$ cat src/rtl/led_blink_gen_pkg.sv
// Shared types and width helpers for the LED blink generator and its ms tick source.
package led_blink_gen_pkg;

    typedef enum logic [1:0] {
        ST_IDLE = 2'd0,
        ST_ON   = 2'd1,
        ST_OFF  = 2'd2
    } blink_state_e;

    // $clog2 that never returns zero, so a counter of range n always has at least one bit.
    function automatic int width_of(input int n);
        return (n > 1) ? $clog2(n) : 1;
    endfunction

endpackage

$ cat src/rtl/ms_tick_gen.sv
// Free-running millisecond prescaler; restart re-phases it so the first tick lands clk_freq cycles later.
module ms_tick_gen
    import led_blink_gen_pkg::*;
#(
    parameter int clk_freq = 95000
) (
    input  logic clk,
    input  logic rst,
    input  logic restart,
    output logic tick
);

    localparam int CNT_W = width_of(clk_freq);
    localparam logic [CNT_W-1:0] CNT_LAST = CNT_W'(clk_freq - 1);

    logic [CNT_W-1:0] cnt_reg;

    assign tick = (cnt_reg == CNT_LAST);

    always_ff @(posedge clk or negedge rst) begin
        if (!rst) begin
            cnt_reg <= '0;
        end else if (restart || tick) begin
            cnt_reg <= '0;
        end else begin
            cnt_reg <= cnt_reg + CNT_W'(1);
        end
    end

endmodule

$ cat src/rtl/led_blink_gen.sv
// Turns single-cycle event strobes into fixed-length LED blinks, queueing events that arrive mid-blink.
module led_blink_gen
    import led_blink_gen_pkg::*;
#(
    parameter int clk_freq    = 95000,
    parameter int on_ms       = 100,
    parameter int off_ms      = 100,
    parameter int max_pending = 15
) (
    input  logic                                clk,
    input  logic                                rst,
    input  logic                                event_in,
    input  logic                                clr,
    output logic                                led_out,
    output logic                                busy,
    output logic [width_of(max_pending+1)-1:0]  pending,
    output logic                                overflow
);

    localparam int PEND_W = width_of(max_pending + 1);
    localparam int MS_W   = width_of(((on_ms > off_ms) ? on_ms : off_ms) + 1);
    localparam logic [MS_W-1:0]   ON_LAST  = MS_W'(on_ms - 1);
    localparam logic [MS_W-1:0]   OFF_LAST = MS_W'(off_ms - 1);
    localparam logic [PEND_W-1:0] PEND_MAX = PEND_W'(max_pending);

    blink_state_e      state_reg;
    logic [MS_W-1:0]   ms_cnt_reg;
    logic [PEND_W-1:0] pending_reg;
    logic              led_reg;
    logic              busy_reg;
    logic              overflow_reg;

    logic tick;
    logic restart;
    logic on_done;
    logic off_done;
    logic have_pending;
    logic accept;
    logic consume;

    // The prescaler is held at zero while idle and re-phased on every state change,
    // so each ON/OFF interval is an exact number of clock cycles.
    always_comb begin
        have_pending = (pending_reg != '0);
        on_done      = (state_reg == ST_ON)  && tick && (ms_cnt_reg == ON_LAST);
        off_done     = (state_reg == ST_OFF) && tick && (ms_cnt_reg == OFF_LAST);
        accept       = event_in && !clr;
        consume      = !clr && have_pending && ((state_reg == ST_IDLE) || off_done);
        restart      = clr || (state_reg == ST_IDLE) || on_done || off_done;
    end

    ms_tick_gen #(
        .clk_freq (clk_freq)
    ) u_ms_tick (
        .clk     (clk),
        .rst     (rst),
        .restart (restart),
        .tick    (tick)
    );

    always_ff @(posedge clk or negedge rst) begin
        if (!rst) begin
            state_reg  <= ST_IDLE;
            ms_cnt_reg <= '0;
            led_reg    <= 1'b0;
            busy_reg   <= 1'b0;
        end else if (clr) begin
            state_reg  <= ST_IDLE;
            ms_cnt_reg <= '0;
            led_reg    <= 1'b0;
            busy_reg   <= 1'b0;
        end else begin
            case (state_reg)
                ST_IDLE: begin
                    ms_cnt_reg <= '0;
                    if (have_pending) begin
                        state_reg <= ST_ON;
                        led_reg   <= 1'b1;
                        busy_reg  <= 1'b1;
                    end
                end
                ST_ON: begin
                    if (on_done) begin
                        state_reg  <= ST_OFF;
                        ms_cnt_reg <= '0;
                        led_reg    <= 1'b0;
                    end else if (tick) begin
                        ms_cnt_reg <= ms_cnt_reg + MS_W'(1);
                    end
                end
                ST_OFF: begin
                    if (off_done) begin
                        ms_cnt_reg <= '0;
                        if (have_pending) begin
                            state_reg <= ST_ON;
                            led_reg   <= 1'b1;
                        end else begin
                            state_reg <= ST_IDLE;
                            busy_reg  <= 1'b0;
                        end
                    end else if (tick) begin
                        ms_cnt_reg <= ms_cnt_reg + MS_W'(1);
                    end
                end
                default: begin
                    state_reg  <= ST_IDLE;
                    ms_cnt_reg <= '0;
                    led_reg    <= 1'b0;
                    busy_reg   <= 1'b0;
                end
            endcase
        end
    end

    // A simultaneous event and consume cancel out, so saturation only matters for a bare event.
    always_ff @(posedge clk or negedge rst) begin
        if (!rst) begin
            pending_reg  <= '0;
            overflow_reg <= 1'b0;
        end else begin
            overflow_reg <= 1'b0;
            if (clr) begin
                pending_reg <= '0;
            end else if (accept && !consume) begin
                if (pending_reg == PEND_MAX) begin
                    overflow_reg <= 1'b1;
                end else begin
                    pending_reg <= pending_reg + PEND_W'(1);
                end
            end else if (consume && !accept) begin
                pending_reg <= pending_reg - PEND_W'(1);
            end
        end
    end

    assign led_out  = led_reg;
    assign busy     = busy_reg;
    assign pending  = pending_reg;
    assign overflow = overflow_reg;

endmodule

$ cat config.mk
export PLATFORM = sky130hd
export DESIGN_NAME = led_blink_gen
export DESIGN_NICKNAME = d
export VERILOG_FILES = /design/src/rtl/led_blink_gen_pkg.sv /design/src/rtl/ms_tick_gen.sv /design/src/rtl/led_blink_gen.sv
export SDC_FILE = /design/constraint.sdc
export NUM_CORES = 1
export LEC_CHECK = 0
export BUFFER_PORTS_ARGS = -buffer_cell sky130_fd_sc_hd__buf_2
export CAP_MARGIN = 30
export CORE_UTILIZATION = 53
export CTS_BUF_LIST = sky130_fd_sc_hd__clkbuf_8 sky130_fd_sc_hd__clkbuf_16
export DETAILED_ROUTE_END_ITERATION = 10
export GPL_TIMING_DRIVEN = 0
export PLACE_DENSITY_LB_ADDON = 0.05
export SKIP_LAST_GASP = 1
export SYNTH_ARGS = -nofsm -noshare
export SYNTH_HDL_FRONTEND = slang
export SYNTH_HIERARCHICAL = 1
export SYNTH_SLANG_ARGS = --single-unit
$ cat constraint.sdc
create_clock -name clk -period 3 [get_ports clk]
set_input_delay 0.45 -clock clk [delete_from_list [all_inputs] [get_ports clk]]
set_output_delay 0.45 -clock clk [all_outputs]
set_load 0.05 [all_outputs]
==> run summary <==
In this run the power density over the cells is 727.6 mW/mm2. CTS built an H-tree with a depth of 2. The flow ran to the end, and the final reports show no timing, DRC or antenna violations. The number of hold-slack violations in the final timing report came out at 0. The die area is 0.003769 mm2. The clock net in this run drives a total of 33 sinks.

The overall global routing resource usage is 21.14%. The number of DRC markers in iteration 0 came out at 74. Setup repair after global routing could not meet its margin everywhere.

The worst hold slack after final layout came out at 0.2212 ns. The area of the core came out at 0.003363 mm2. The floorplan die height is 61.39 um. The count of nets after finishing is 228.

The initial utilization of the core area, before any placement, comes to 55.58%. Global routing finished with a remaining overflow of 0. The number of antenna diodes in the final layout is 0. The post-CTS clock slew at the launch and capture registers of the worst setup and hold paths came out at 0.07 ns. Between clock sinks in the finished design, the worst skew comes to 0.002413 ns. By count the netlist is led by 34 x nor2_1, 33 x dfrtp_1, 12 x xnor2_1. The cell area that synthesis handed to floorplanning was 0.001869 mm2. Based on the critical path, the design can be clocked at up to 0.3422 GHz. The worst hold-check path type is in2async. The timing startpoint of the critical path is u_ms_tick/cnt_reg[3]. For the pin with the worst max-slew slack, the measured transition is 0.7289 ns. The register with the most flip-flops in the layout has 17 of them. The maximum ir drop on the vdd rail came out at 0.4489 mV. In the final layout, flip-flops and latches occupy 827.0 um2.

The final routed wire length divided by cell count came out at 13.68 um. The post-route netlist has 20.37% of its cells at a drive strength greater than 1. Sorting the synthesized cells by area gives the leading types as dfrtp_1 44%, nor2_1 6.8%, ha_1 6.0%, xnor2_1 5.6%, xor2_1 4.2%. The startpoint identified for the worst register-to-register timing path is u_ms_tick/cnt_reg[3]. The critical path is of the reg2reg type.

The fraction of post-synthesis cell area in the top cell type by area came out at 44.18%. For the worst setup path, the data required time is 3.17 ns. The worst setup path is captured at a register.

Summed over all instances, the cell type with the most area after synthesis is dfrtp_1. The part of the cycle the worst path needs is 97.41%. The worst path arrival time is 3.10 ns. In this run the mean area of a mapped cell was 9.787 um2. The number of flops mapped to enable cells by yosys is 0.

The number of antenna-violating nets in the routed design is 0. Clock latency on the worst-skew pair, taken at its later pin, is 0.28 ns. The gate count after technology mapping came out at 191.

The distinct cell type count of the synthesized netlist came out at 44. The setup slack on the worst flop-to-flop path is 0.08 ns. The total of buffers placed on input and output ports came out at 10. The end of the worst register-to-register path is pending[2]. The number of antenna violations at the first check in global routing is 0.

The global placer's final weighted congestion came out at 0.8637. The multi-input combinational cell area is 996.0 um2. The number of cells on the worst reg-to-reg path came out at 13. The global-route wire length before repair came out at 5658 um. Summed over all layers, the routed wires come to 3583 um. The final-report max-slew violation count is 0. The worst path in the final design needs a cycle of 2.922 ns, including I/O delays and setup. The Yosys step of the flow raised 6 warnings. The number of clock buffers added by TritonCTS is 5.

Measured against its own limit, the worst slew margin works out to 51.41%. After synthesis, the share of flip-flops with an asynchronous set or reset is 100.0%. The fraction of the yosys area taken by sequential cells is 44.18%. The total I/O pin count is 11.

The row count came out at 21. The maximum buffer depth of the clock tree came out at 2. Setup violations remaining at the end of the flow were counted as 0. Max-cap violations in this run came to 0. The leakage component of the power came out at 0.9154 nW. The die is 61.39 um wide. In the routed layout, each cell is associated on average with a via count of 5.511. The critical-path maximum fanout came out at 5. nor2_1 is the most common cell in the netlist. The remaining routing DRC violations came out at 0. Among all flip-flop cells after synthesis, the most frequent one is dfrtp_1. The count of TritonRoute iterations in the first routing pass came out at 4. STA classifies the critical path startpoint as a register. The post-route standard cell area excluding fillers came out at 0.002180 mm2. The total via count in the routed design came out at 1444. TritonCTS built the clock tree. The cell area after placement is 0.001977 mm2. The register bit count reported by yosys came out at 33. The post-detailed-placement half-perimeter wirelength came out at 2373 um.

The maximum number of pins on one net before global-route repair came out at 34. Compared with the post-synthesis result, the final layout area differs by 16.60%. The layout filler cell count came out at 297. The root buffer cell is clkbuf_8. The via count of the first global-routing pass is 1386.

The number of nets handed over by synthesis was 204.
## cell families after synthesis
| kind of cell | Yosys count | synth area share (%) |
|---|---|---|
| AND/OR/NAND/NOR | 84 | 23.83 |
| flip-flops | 33 | 44.18 |
| AO/OA/AOI/OAI | 25 | 9.171 |
| XOR/XNOR | 21 | 9.840 |
| buffers and inverters | 15 | 4.752 |
| adder cells (fa/ha/maj) | 9 | 6.024 |
| multiplexers | 4 | 2.209 |
## worst max-delay path, cell delays in order, from the launching register on
cell and delay [ns]:
dfrtp_2 0.43, or4b_4 0.55, nor4_4 0.31, clkbuf_8 0.18, nand4_1 0.11, o211ai_1 0.24
buf_4 0.14, buf_4 0.10, a21oi_1 0.06, ha_1 0.19, a21oi_1 0.14, xor2_1 0.17
o21ai_1 0.07, o21a_1 0.12
## report_power, final
| part | switching, mW | internal (mW) |
|---|---|---|
| sequential | 0.0696 | 0.497 |
| clock | 0.158 | 0.207 |
| combinational | 0.400 | 0.254 |
| total | 0.628 | 0.958 |
## layout make-up
class | count | area share (%)
Multi-Input combinational cell | 143 | 45.69
Clock inverter | 1 | 0.2296
Tap cell | 46 | 2.641
Clock buffer | 7 | 4.420
Sequential cell | 33 | 37.94
Timing Repair Buffer | 18 | 5.052
Buffer | 6 | 2.641
Inverter | 8 | 1.378
## cell usage in the layout (no fill, tap or decap), types with 2 or more instances in the layout
cell type  count
o21ai_1        3
nand2_1        9
nand3_1        8
o21ai_0        3
xor2_1         9
or4b_4         2
mux2i_1        3
or3_1          2
and3_1         2
inv_1          8
nor3_1         3
nor4_1         4
clkbuf_8       8
or4_1          2
buf_2         11
xnor2_1       12
ha_1           7
ha_4           2
clkbuf_1       2
buf_4          8
a211oi_1       2
nand4_1        8
nor2_1        34
a21oi_1        7
dfrtp_1       32
## metrics by stage
stage               cells  power (mW)  util (%)  setup TNS, ns  setup slack, ns
floorplan             191       1.053         -              0           0.1013
global placement      247       1.159     58.78        -0.3545          -0.2020
CTS                   260       1.572     63.95              0         0.007269
finish                262       1.586     64.81              0          0.07765
global route          262       1.684     64.81        -0.2322          -0.1228
detailed placement    247       1.181     58.78        -0.5243          -0.2646
## layer usage
| metal | up-vias | global-route usage (%) | wire, um |
|---|---|---|---|
| li1 | 714 | - | - |
| met4 | 0 | 13.97 | 35 |
| met1 | 707 | 23.18 | 1608 |
| met5 | - | 0 | 0 |
| met3 | 4 | 3.992 | 84 |
| met2 | 19 | 37.27 | 1854 |
## worst max path at each step
stage,depth (start not counted),slack (ns),endpoint
2_1_floorplan,11,0.10,pending[3]
3_3_place_gp,11,-0.20,pending[3]
3_5_place_dp,11,-0.26,pending[3]
4_1_cts,12,0.007,pending[3]
5_1_grt,12,-0.12,pending[3]
6_report,13,0.08,pending[2]
## what timing repair did
item / 4_1_cts / 5_1_grt
gates resized for setup: 8 / 6
pin swaps: 3 / 6
endpoints found under the hold margin: 0 / 0
cloned: 0 / 0
buffers inserted: 5 / 3
hold buffers: 0 / 0
setup endpoints to repair: 4 / 13
Note: power is estimated with default switching activity, not from simulation.
